$ cat config.mk
export PLATFORM = sky130hd
export DESIGN_NAME = byte_write_coalescer_flat
export DESIGN_NICKNAME = d
export VERILOG_FILES = /design/src/rtl/byte_write_coalescer_pkg.sv /design/src/rtl/byte_write_coalescer_if.sv /design/src/rtl/byte_write_coalescer_match.sv /design/src/rtl/byte_write_coalescer.sv /design/src/flat_wrapper.sv
export SDC_FILE = /design/constraint.sdc
export NUM_CORES = 1
export LEC_CHECK = 0
export ABC_CLOCK_PERIOD_IN_PS = 8570
export BUFFER_PORTS_ARGS = -buffer_cell sky130_fd_sc_hd__buf_2
export CELL_PAD_IN_SITES_DETAIL_PLACEMENT = 0
export CELL_PAD_IN_SITES_GLOBAL_PLACEMENT = 1
export CORE_UTILIZATION = 53
export CTS_CLUSTER_SIZE = 20
export DETAILED_ROUTE_END_ITERATION = 8
export PLACE_DENSITY = 0.86
export SLEW_MARGIN = 20
export SYNTH_ARGS = -nofsm -noshare
export SYNTH_HDL_FRONTEND = slang
export SYNTH_HIERARCHICAL = 1
export SYNTH_SLANG_ARGS = --single-unit
$ cat constraint.sdc
create_clock -name clk -period 8.57 [get_ports clk]
set_input_delay 0.857 -clock clk [delete_from_list [all_inputs] [get_ports clk]]
set_output_delay 0.857 -clock clk [all_outputs]
set_load 0.05 [all_outputs]
$ cat src/rtl/byte_write_coalescer_pkg.sv
// Shared types and helpers for the byte write coalescer: entry layout, FSM states
// and the byte-merge function used when a request lands on a pending word.
package byte_write_coalescer_pkg;

  localparam int DATA_W     = 32;
  localparam int BYTES      = 4;
  // Entry addresses are stored zero-extended so the entry layout is independent of memory size.
  localparam int ADDR_W_MAX = 16;

  typedef struct packed {
    logic                  valid;
    logic [ADDR_W_MAX-1:0] addr;
    logic [BYTES-1:0]      byteEn;
    logic [DATA_W-1:0]     data;
  } entry_t;

  typedef enum logic [1:0] {
    COLLECT = 2'd0,
    FLUSH   = 2'd1,
    DONE    = 2'd2
  } state_t;

  typedef struct packed {
    logic [DATA_W-1:0] data;
    logic [BYTES-1:0]  byteEn;
  } merged_t;

  function automatic merged_t merge_bytes(
    input logic [DATA_W-1:0] old_data,
    input logic [BYTES-1:0]  old_en,
    input logic [DATA_W-1:0] new_data,
    input logic [BYTES-1:0]  new_en
  );
    merged_t m;
    m.data   = old_data;
    m.byteEn = old_en | new_en;
    for (int i = 0; i < BYTES; i++) begin
      if (new_en[i]) m.data[8*i +: 8] = new_data[8*i +: 8];
    end
    return m;
  endfunction

endpackage

$ cat src/rtl/byte_write_coalescer_if.sv
// Byte-masked write request channel (valid/ready) into the coalescer.
interface byte_write_coalescer_if #(
  parameter int LOG_MEM_SIZE = 4
);
  import byte_write_coalescer_pkg::*;

  logic                    req_valid;
  logic                    req_ready;
  logic [LOG_MEM_SIZE-1:0] req_addr;
  logic [BYTES-1:0]        req_byteEn;
  logic [DATA_W-1:0]       req_data;

  modport master (
    output req_valid, req_addr, req_byteEn, req_data,
    input  req_ready
  );

  modport slave (
    input  req_valid, req_addr, req_byteEn, req_data,
    output req_ready
  );

endinterface

$ cat src/rtl/byte_write_coalescer_match.sv
// Parallel address compare of an incoming request against all pending entries;
// the head is excluded while it is popping so a racing request allocates instead.
module coalesce_match
  import byte_write_coalescer_pkg::*;
#(
  parameter int DEPTH = 4
) (
  input  logic [DEPTH-1:0]                 ent_valid,
  input  logic [DEPTH-1:0][ADDR_W_MAX-1:0] ent_addr,
  input  logic [$clog2(DEPTH)-1:0]         head,
  input  logic                             head_pop,
  input  logic [ADDR_W_MAX-1:0]            addr,
  output logic                             hit,
  output logic [DEPTH-1:0]                 onehot
);
  localparam int PW = $clog2(DEPTH);

  for (genvar gi = 0; gi < DEPTH; gi++) begin : g_cmp
    assign onehot[gi] = ent_valid[gi] && (ent_addr[gi] == addr) &&
                        !(head_pop && (head == PW'(gi)));
  end

  assign hit = |onehot;

endmodule

$ cat src/rtl/byte_write_coalescer.sv
// Coalescing write buffer in front of a byte-enable memory: merges partial writes
// per word and drains one word per cycle. Optional read overlay: BYTE_WRITE_COALESCER_READ_BYPASS_EN.
module byte_write_coalescer
  import byte_write_coalescer_pkg::*;
#(
  parameter int DEPTH        = 4,
  parameter int LOG_MEM_SIZE = 4,
  parameter int TIMEOUT      = 8
) (
  input  logic                     clk,
  input  logic                     rst,
  byte_write_coalescer_if.slave    bus,
  input  logic                     flush,
  output logic                     flush_done,
  output logic [$clog2(DEPTH):0]   count,
  output logic                     mem_writeEn,
  output logic [BYTES-1:0]         mem_byteEn,
  output logic [LOG_MEM_SIZE-1:0]  mem_writeAddr,
  output logic [DATA_W-1:0]        mem_writeData
`ifdef BYTE_WRITE_COALESCER_READ_BYPASS_EN
  ,
  input  logic [LOG_MEM_SIZE-1:0]  rd_addr,
  input  logic [DATA_W-1:0]        mem_readData,
  output logic [DATA_W-1:0]        rd_data
`endif
);
  localparam int PW = $clog2(DEPTH);
  localparam int CW = PW + 1;
  localparam int AW = $clog2(TIMEOUT + 1);
  localparam logic [CW-1:0] DEPTH_C   = CW'(DEPTH);
  localparam logic [AW-1:0] TIMEOUT_C = AW'(TIMEOUT);

  entry_t        ent_reg [DEPTH];
  logic [PW-1:0] head_reg, tail_reg;
  logic [CW-1:0] count_reg, count_next;
  logic [AW-1:0] age_reg, age_next;
  state_t        state_reg, state_next;

  logic                             ready_int, accept, pop, do_merge, do_alloc, hit;
  logic [DEPTH-1:0]                 hit_onehot, ent_valid;
  logic [DEPTH-1:0][ADDR_W_MAX-1:0] ent_addr;
  logic [ADDR_W_MAX-1:0]            req_addr_ext;
  logic [DATA_W-1:0]                sel_data;
  logic [BYTES-1:0]                 sel_en;
  merged_t                          merged;

  for (genvar gi = 0; gi < DEPTH; gi++) begin : g_flat
    assign ent_valid[gi] = ent_reg[gi].valid;
    assign ent_addr[gi]  = ent_reg[gi].addr;
  end

  assign req_addr_ext = ADDR_W_MAX'(bus.req_addr);
  assign bus.req_ready = ready_int;
  assign count = count_reg;

  assign accept = bus.req_valid && ready_int;
  assign pop    = (count_reg != '0) &&
                  ((count_reg == DEPTH_C) || (state_reg == FLUSH) || (age_reg == TIMEOUT_C));
  // An all-zero mask is consumed here and never reaches an entry.
  assign do_merge = accept && (bus.req_byteEn != '0) && hit;
  assign do_alloc = accept && (bus.req_byteEn != '0) && !hit;

  coalesce_match #(.DEPTH(DEPTH)) u_match (
    .ent_valid (ent_valid),
    .ent_addr  (ent_addr),
    .head      (head_reg),
    .head_pop  (pop),
    .addr      (req_addr_ext),
    .hit       (hit),
    .onehot    (hit_onehot)
  );

  always_comb begin
    sel_data = '0;
    sel_en   = '0;
    for (int i = 0; i < DEPTH; i++) begin
      if (hit_onehot[i]) begin
        sel_data |= ent_reg[i].data;
        sel_en   |= ent_reg[i].byteEn;
      end
    end
  end

  assign merged = merge_bytes(sel_data, sel_en, bus.req_data, bus.req_byteEn);

  always_comb begin
    count_next = count_reg + CW'(do_alloc) - CW'(pop);
    if (pop || (count_reg == '0))  age_next = '0;
    else if (age_reg != TIMEOUT_C) age_next = age_reg + AW'(1);
    else                           age_next = age_reg;
  end

  always_ff @(posedge clk) begin
    for (int i = 0; i < DEPTH; i++) begin
      if (rst) begin
        ent_reg[i] <= '0;
      end else if (do_alloc && (tail_reg == PW'(i))) begin
        ent_reg[i].valid  <= 1'b1;
        ent_reg[i].addr   <= req_addr_ext;
        ent_reg[i].byteEn <= bus.req_byteEn;
        ent_reg[i].data   <= bus.req_data;
      end else if (do_merge && hit_onehot[i]) begin
        ent_reg[i].byteEn <= merged.byteEn;
        ent_reg[i].data   <= merged.data;
      end else if (pop && (head_reg == PW'(i))) begin
        ent_reg[i].valid <= 1'b0;
      end
    end
  end

  always_ff @(posedge clk) begin
    if (rst) begin
      head_reg  <= '0;
      tail_reg  <= '0;
      count_reg <= '0;
      age_reg   <= '0;
    end else begin
      head_reg  <= head_reg + PW'(pop);
      tail_reg  <= tail_reg + PW'(do_alloc);
      count_reg <= count_next;
      age_reg   <= age_next;
    end
  end

  // Popped head is registered straight onto the memory port; idle cycles drive zeros.
  always_ff @(posedge clk) begin
    if (rst || !pop) begin
      mem_writeEn   <= 1'b0;
      mem_byteEn    <= '0;
      mem_writeAddr <= '0;
      mem_writeData <= '0;
    end else begin
      mem_writeEn   <= 1'b1;
      mem_byteEn    <= ent_reg[head_reg].byteEn;
      mem_writeAddr <= ent_reg[head_reg].addr[LOG_MEM_SIZE-1:0];
      mem_writeData <= ent_reg[head_reg].data;
    end
  end

  always_ff @(posedge clk) begin
    if (rst) state_reg <= COLLECT;
    else     state_reg <= state_next;
  end

  always_comb begin
    state_next = state_reg;
    case (state_reg)
      COLLECT: if (flush) state_next = FLUSH;
      FLUSH:   if (count_next == '0) state_next = DONE;
      DONE:    state_next = COLLECT;
      default: state_next = COLLECT;
    endcase
  end

  always_comb begin
    ready_int  = (count_reg < DEPTH_C) && (state_reg == COLLECT);
    flush_done = (state_reg == DONE);
  end

`ifdef BYTE_WRITE_COALESCER_READ_BYPASS_EN
  logic [PW-1:0] byp_idx;

  // Lowest priority first: memory, then the in-flight write, then pending entries oldest to newest.
  always_comb begin
    rd_data = mem_readData;
    byp_idx = head_reg;
    if (mem_writeEn && (mem_writeAddr == rd_addr)) begin
      for (int b = 0; b < BYTES; b++) begin
        if (mem_byteEn[b]) rd_data[8*b +: 8] = mem_writeData[8*b +: 8];
      end
    end
    for (int k = 0; k < DEPTH; k++) begin
      byp_idx = head_reg + PW'(k);
      if (ent_reg[byp_idx].valid && (ent_reg[byp_idx].addr == ADDR_W_MAX'(rd_addr))) begin
        for (int b = 0; b < BYTES; b++) begin
          if (ent_reg[byp_idx].byteEn[b]) rd_data[8*b +: 8] = ent_reg[byp_idx].data[8*b +: 8];
        end
      end
    end
  end
`endif

endmodule

$ cat src/flat_wrapper.sv
// flat-port wrapper written by rule: the top's interface ports become plain ports
module byte_write_coalescer_flat import byte_write_coalescer_pkg::*;
#(
  parameter int DEPTH        = 4,
  parameter int LOG_MEM_SIZE = 4,
  parameter int TIMEOUT      = 8
)
  (clk, rst, flush, flush_done, count, mem_writeEn, mem_byteEn, mem_writeAddr, mem_writeData, bus_req_valid, bus_req_addr, bus_req_byteEn, bus_req_data, bus_req_ready);
  byte_write_coalescer_if #(.LOG_MEM_SIZE(LOG_MEM_SIZE)) bus_i ();
  input  logic clk;
  input  logic rst;
  input  logic flush;
  output logic flush_done;
  output logic [$clog2(DEPTH):0] count;
  output logic mem_writeEn;
  output logic [BYTES-1:0] mem_byteEn;
  output logic [LOG_MEM_SIZE-1:0] mem_writeAddr;
  output logic [DATA_W-1:0] mem_writeData;
  input wire logic [$bits(bus_i.req_valid)-1:0] bus_req_valid;
  input wire logic [$bits(bus_i.req_addr)-1:0] bus_req_addr;
  input wire logic [$bits(bus_i.req_byteEn)-1:0] bus_req_byteEn;
  input wire logic [$bits(bus_i.req_data)-1:0] bus_req_data;
  output wire logic [$bits(bus_i.req_ready)-1:0] bus_req_ready;
  assign bus_i.req_valid = bus_req_valid;
  assign bus_i.req_addr = bus_req_addr;
  assign bus_i.req_byteEn = bus_req_byteEn;
  assign bus_i.req_data = bus_req_data;
  assign bus_req_ready = bus_i.req_ready;
  byte_write_coalescer #(.DEPTH(DEPTH), .LOG_MEM_SIZE(LOG_MEM_SIZE), .TIMEOUT(TIMEOUT)) u_core (.clk(clk), .rst(rst), .bus(bus_i), .flush(flush), .flush_done(flush_done), .count(count), .mem_writeEn(mem_writeEn), .mem_byteEn(mem_byteEn), .mem_writeAddr(mem_writeAddr), .mem_writeData(mem_writeData));
endmodule
==> metrics.txt, run 1 <==
worst-path fanout max 60; RSZ-0062 raised after global routing no; Max-Cap Viols 0; DRC 0; share of layout cells above drive strength 1 0.1776; Rows 55; leak pwr 4.866 nW; die height 153.8 um; antenna-violating nets left 0; Post-synth EDFFs 164; Critical path buffers and inverters 2; # H-tree levels 1; all-layer global routing usage 0.2800; Synth cell types 58; Reg power frac 0.410; area of the die 23,650 sq um; crit path to u_core/ent_reg[2][6]; setup TNS 0 ns; Power Internal 2.312 mW; routed vias/inst 6.616; top_reg_cell synth edfxtp_1; outcome finished clean; crit share post-route 0.6316; critical path endpoint category flop; Post-CTS Setup Bufs 0; commonest non-fill, non-tap cell in the layout edfxtp_1; setup ws final 3.157 ns; clock skew 0.02886 ns; fin crit period 5.413 ns; path depth of the worst reg2reg path 13; Sw Share 0.3367; fraction of registers with async set/reset 0; Final nets 1,226; Util after Layout 0.6172; core area 22,640 sq um; drt first-iter violations 1,092; number of synthesized register bits 218; global-route wire length before repair 51,980 um; via count 9,791; pre-CTS setup slack 2.994 ns; cell area after synthesis 12,210 sq um; Cell Area, Placed 13,100 sq um; sw power 1.174 mW; maximum cell stage delay along the critical path 0.92 ns; CTS Buf Count 25; Skew-Pair Late Insertion Delay 0.54 ns; max reg flops 164; CTS tree done; global route overflow 0; Rel. slew slack 0.2588; critical path's slowest cell nand3_4; CP arrival 5.55 ns; Crit Reg-Reg Endpoint u_core/ent_reg[2][6]; critical path required time 8.71 ns; initial antenna violation count 1; Die Width 153.8 um; IO Pins 90; synth warn 6; gpl congestion 0.8211; Routed WL 32,980 um; Top delay family on crit path simple AND/OR/NAND/NOR gates; Hold Path Class flop to flop; Mapped Cells 1,052; syn avg cell area 11.61 sq um; Slew Limit Fails 0; IO Port Bufs 89; vias in the first global route 9,467; DP Cell Count 1,433; clk slew on worst S/H paths 0.06 ns; largest net degree at the start of global routing 100; Post-Layout Cell Count 1,480; final hold vios 0; Setup violations, final 0; clock tree buffer depth 3; clk sinks 218; Clock Tree Root clkbuf_16; combinational share of power 0.274; setup slack, reg-to-reg 3.16 ns; CP Cell Sequence inv_1 -> ha_1 -> and3b_1 -> nor3_1 -> nor2_1 -> nand3b_1 -> nand4_1 -> nor4_4 -> buf_4 -> or4_1 -> nor3b_1 -> nand3_2 -> nand3_4; Achievable Freq 0.1847 GHz; Pre-Repair DR Iteration Count 8; wire per inst 22.29 um; sequential share of the synthesized area 0.4919; Setup CP Type flop to flop; post-DP HPWL 18,780 um; Worst Setup SP u_core/age_reg[0]; Resize count post-CTS 0; clock share of power 0.316; final instance area 13,970 sq um; worst slew pin tran 1.112 ns; Crit Reg-Reg Startpoint u_core/age_reg[0]; CP Depth 13; Starting Density 0.5393; Startpoint Class flop; most frequent cells in the layout 164 x edfxtp_1, 96 x nand3_1, 96 x conb_1; Pwr Density 249.5 nW/um^2; area grow syn2layout 14.44%; hold buffers post-CTS 0; Max VDD drop 0.1698 mV
==> worst min-delay path by stage <==
stage	start	to	cells past startpoint
after floorplan	u_core/age_reg[0]	u_core/age_reg[0]	1
after global placement	u_core/age_reg[0]	u_core/age_reg[0]	1
after detailed placement	u_core/age_reg[0]	u_core/age_reg[0]	1
after CTS	u_core/age_reg[0]	u_core/age_reg[0]	1
after global routing	u_core/age_reg[0]	u_core/age_reg[0]	1
final	u_core/age_reg[0]	u_core/age_reg[0]	1
==> Yosys cell counts (4+ instances only) <==
| cell type | number | area, sq um |
|---|---|---|
| o22ai_1 | 38 | 237.7 |
| and2_1 | 4 | 25.02 |
| nor3b_1 | 4 | 30.03 |
| a32o_1 | 4 | 40.04 |
| buf_1 | 5 | 18.77 |
| dfxtp_1 | 54 | 1081 |
| xnor2_1 | 45 | 394.1 |
| a21boi_0 | 4 | 30.03 |
| nor2_1 | 13 | 48.80 |
| o311ai_0 | 28 | 245.2 |
| nand2b_1 | 32 | 200.2 |
| edfxtp_1 | 164 | 4925 |
| and3_1 | 5 | 31.28 |
| nand3_2 | 4 | 40.04 |
| clkbuf_1 | 55 | 206.5 |
| buf_2 | 41 | 205.2 |
| nand3_1 | 98 | 490.5 |
| a21oi_1 | 4 | 20.02 |
| a22o_1 | 72 | 630.6 |
| nor3_1 | 48 | 240.2 |
| xor2_1 | 23 | 201.4 |
| or3_1 | 4 | 25.02 |
| mux4_2 | 40 | 900.9 |
| o32ai_1 | 90 | 788.3 |
| ha_1 | 6 | 75.07 |
| inv_1 | 11 | 41.29 |
| nand4_1 | 18 | 112.6 |
| nand2_1 | 43 | 161.4 |
| nor2b_1 | 46 | 287.8 |
| nor4_1 | 8 | 50.05 |
| a222oi_1 | 4 | 40.04 |
==> power groups by stage <==
stage          Sequential, mW  Clock (mW)  Combinational, mW
4_1_cts                  1.43        1.11              0.950
5_1_grt                  1.45        1.15               1.02
6_report                 1.43        1.10              0.957
3_3_place_gp             1.45           0              0.940
3_5_place_dp             1.45           0              0.946
2_1_floorplan            1.55           0              0.586
==> per-layer routing <==
metal	global-route usage	vias to the layer above	share of wire
li1	-	4433	-
met1	0.3766	4682	0.40
met2	0.4535	608	0.47
met3	0.04820	68	0.10
met4	0.1090	0	0.024
met5	0	-	0
==> logic make-up after synthesis <==
family | Yosys count | synth area share
buffers and inverters | 117 | 0.04232
AO/OA/AOI/OAI | 251 | 0.1714
XOR/XNOR | 69 | 0.05062
AND/OR/NAND/NOR | 349 | 0.1619
adder cells (fa/ha/maj) | 7 | 0.007788
flip-flops | 218 | 0.4919
multiplexers | 40 | 0.07378
other | 1 | 0.0003071
==> metrics by stage <==
stage / hold slack, ns / power (mW)
2_1_floorplan: 0.4542 / 2.137
3_3_place_gp: 0.4705 / 2.385
3_5_place_dp: 0.4980 / 2.399
4_1_cts: 0.5037 / 3.493
5_1_grt: 0.5444 / 3.618
6_report: 0.5001 / 3.486
==> layout make-up <==
cell class	instances	area [sq um]
diodes	1	2.502
clock buffers	36	780.7
clock inverters	10	82.58
fillers	1836	8667
inverters	12	45.04
multi-input cells	812	6122
flip-flops and latches	218	6011
well taps	285	356.6
repair buffers	106	573.1
Power figures use the tool's default switching activity.
==> run 2: changes to the inputs <==
- ABC_AREA: unset -> 1
- ABC_CLOCK_PERIOD_IN_PS: 8570 -> 4500
- CORE_UTILIZATION: 53 -> 40
- PLACE_DENSITY: 0.86 -> 0.76
- clock period: 8.57 -> 4.5 ns (I/O delays scaled with it)
==> metrics.txt, run 2 <==
maximum cell stage delay along the critical path 0.35 ns; sequential share of the synthesized area 0.4511; Startpoint Class flop; hold buffers post-CTS 0; routed vias/inst 4.874; antenna-violating nets left 0; wire per inst 17.53 um; clock skew 0.03147 ns; synth top area cells edfxtp_1 37%, nand2_1 25%, dfxtp_1 8.1%, inv_1 5.9%, a21oi_1 3.9%; total power 6.522 mW; pre-CTS setup slack 0.6490 ns; Clock Tree Root clkbuf_16; Filler cells 3,367; all-layer global routing usage 0.2668; Setup CP Type flop to flop; top_reg_cell synth edfxtp_1; largest net degree at the start of global routing 39; critical path endpoint category flop; critical path required time 4.73 ns; largest area contributor in the synthesized netlist edfxtp_1; CTS tree done; fin crit period 3.818 ns; worst-path fanout max 23; most frequent cells in the layout 894 x nand2_1, 208 x inv_1, 164 x edfxtp_1; Rows 66; Setup violations, final 0; area of the die 34,020 sq um; leak pwr 7.635 nW; core area 32,620 sq um; commonest non-fill, non-tap cell in the layout nand2_1; clock tree buffer depth 3; synth warn 6; Resize count post-CTS 0; worst slew pin tran 1.133 ns; commonest cells in the netlist 898 x nand2_1, 208 x inv_1, 164 x edfxtp_1, 133 x nor2_1, 105 x a21oi_1; setup TNS 0 ns; Critical path buffers and inverters 7; drt first-iter violations 1,107; initial antenna violation count 2; vias in the first global route 11,670; IO Pins 90; Top cell by count, worst path inv_1; setup ws final 0.6820 ns; Achievable Freq 0.2619 GHz; global-route wire length before repair 67,850 um; die height 184.4 um; cell area after synthesis 13,310 sq um; Pre-Repair DR Iteration Count 5; Skew-Pair Late Insertion Delay 0.55 ns; fraction of registers with async set/reset 0; RSZ-0062 raised after global routing no; Post-synth EDFFs 164; Pwr Density 420.5 nW/um^2; DRC 0; CP Cell Sequence inv_1 -> ha_1 -> nand2_1 -> nor2_1 -> nor2_1 -> a31oi_4 -> inv_1 -> nor3_1 -> nor2_1 -> nand3_1 -> nand2_1 -> inv_1 -> nand2_1 -> inv_1 -> nand3_4 -> nor2_4 -> inv_1 -> nand2_1 -> inv_1 -> nand2_2 -> buf_12; Top delay family on crit path simple AND/OR/NAND/NOR gates; Rel. slew slack 0.2441; global route overflow 0; Routed WL 44,610 um; Die Width 184.4 um; via count 12,400; Mapped Cells 1,886; final hold vios 0; Multi-input gate area 6559 sq um; IO Port Bufs 89; most common cell in the netlist nand2_1; post-DP HPWL 27,520 um; Worst Setup SP u_core/age_reg[0]; outcome finished clean; Max-Cap Viols 0; Synth cell types 43; FF+latch area 6007 sq um; share of layout cells above drive strength 1 0.09848; hold_sp flush; Crit Reg-Reg Startpoint u_core/age_reg[0]; clk slew on worst S/H paths 0.06 ns; Starting Density 0.4081; Final nets 2,133; number of synthesized register bits 218; Slew Limit Fails 0; max reg flops 164; CTS Buf Count 26; Post-CTS Setup Bufs 0; Max VDD drop 0.2971 mV; clk sinks 218; gpl congestion 0.8626; area grow syn2layout 16.49%; CP arrival 4.05 ns; post-synth top area share 0.3699; Hold Path Class input pin to flop; crit share post-route 0.8485; critical path's slowest cell a31oi_4; syn avg cell area 7.059 sq um; # H-tree levels 1
==> run 2: cell type report <==
type | instances | area share
clock buffers | 38 | 0.04808
clock inverters | 10 | 0.003953
flip-flops and latches | 218 | 0.3873
repair buffers | 115 | 0.04695
multi-input cells | 1494 | 0.4229
diodes | 1 | 0.0001614
inverters | 227 | 0.05494
well taps | 442 | 0.03566
==> run 2: layer usage <==
metal | up-vias | track usage | part of all wire
met5 | - | 0 | 0
met2 | 478 | 0.4580 | 0.47
met4 | 0 | 0.08700 | 0.026
met1 | 5612 | 0.3460 | 0.43
li1 | 6227 | - | -
met3 | 87 | 0.03379 | 0.073
==> run 2: worst register-to-register path: stages, from the launching register on <==
cell	delay [ns]
dfxtp_1	0.34
inv_1	0.06
ha_1	0.14
nand2_1	0.06
nor2_1	0.16
nor2_1	0.12
a31oi_4	0.35
inv_1	0.10
nor3_1	0.27
nor2_1	0.09
nand3_1	0.08
nand2_1	0.05
inv_1	0.05
nand2_1	0.07
inv_1	0.20
nand3_4	0.13
nor2_4	0.24
inv_1	0.10
nand2_1	0.18
inv_1	0.10
nand2_2	0.35
buf_12	0.26
==> run 2: kinds of logic (layout without fill, tap and decap cells) <==
group	Yosys count	count (layout)	synth area share
AO/OA/AOI/OAI	171	171	0.08008
XOR/XNOR	13	13	0.009117
adder cells (fa/ha/maj)	7	7	0.007143
buffers and inverters	315	390	0.09991
flip-flops	218	218	0.4511
other	1	143	0.0002817
AND/OR/NAND/NOR	1161	1161	0.3523
==> run 2: path summary, 6_finish.rpt <==
| kind | end | slack (ns) | depth (start not counted) |
|---|---|---|---|
| setup / recovery | u_core/ent_reg[3][4] | 0.68 | 21 |
| hold / removal | u_core/state_reg[0] | 0.19 | 3 |
| setup reg to reg | u_core/ent_reg[3][4] | 0.68 | 21 |
| hold reg to reg | u_core/age_reg[0] | 0.47 | 1 |
==> run 2: where the power goes <==
part           total (mW)  internal (mW)  switching, mW
logic                1.88          0.497           1.38
clock network        2.01           1.15          0.859
registers            2.64           2.48          0.158
==> run 2: through the flow <==
| step | cells | hold slack [ns] | instance area, sq um | utilization |
|---|---|---|---|---|
| 2_1_floorplan | 2027 | 0.4297 | 13840 | - |
| 3_3_place_gp | 2496 | 0.4472 | 14700 | 0.4506 |
| 3_5_place_dp | 2496 | 0.4565 | 14700 | 0.4506 |
| 4_1_cts | 2544 | 0.1678 | 15510 | 0.4754 |
| 5_1_grt | 2544 | 0.1838 | 15510 | 0.4754 |
| 6_report | 2545 | 0.1851 | 15510 | 0.4755 |
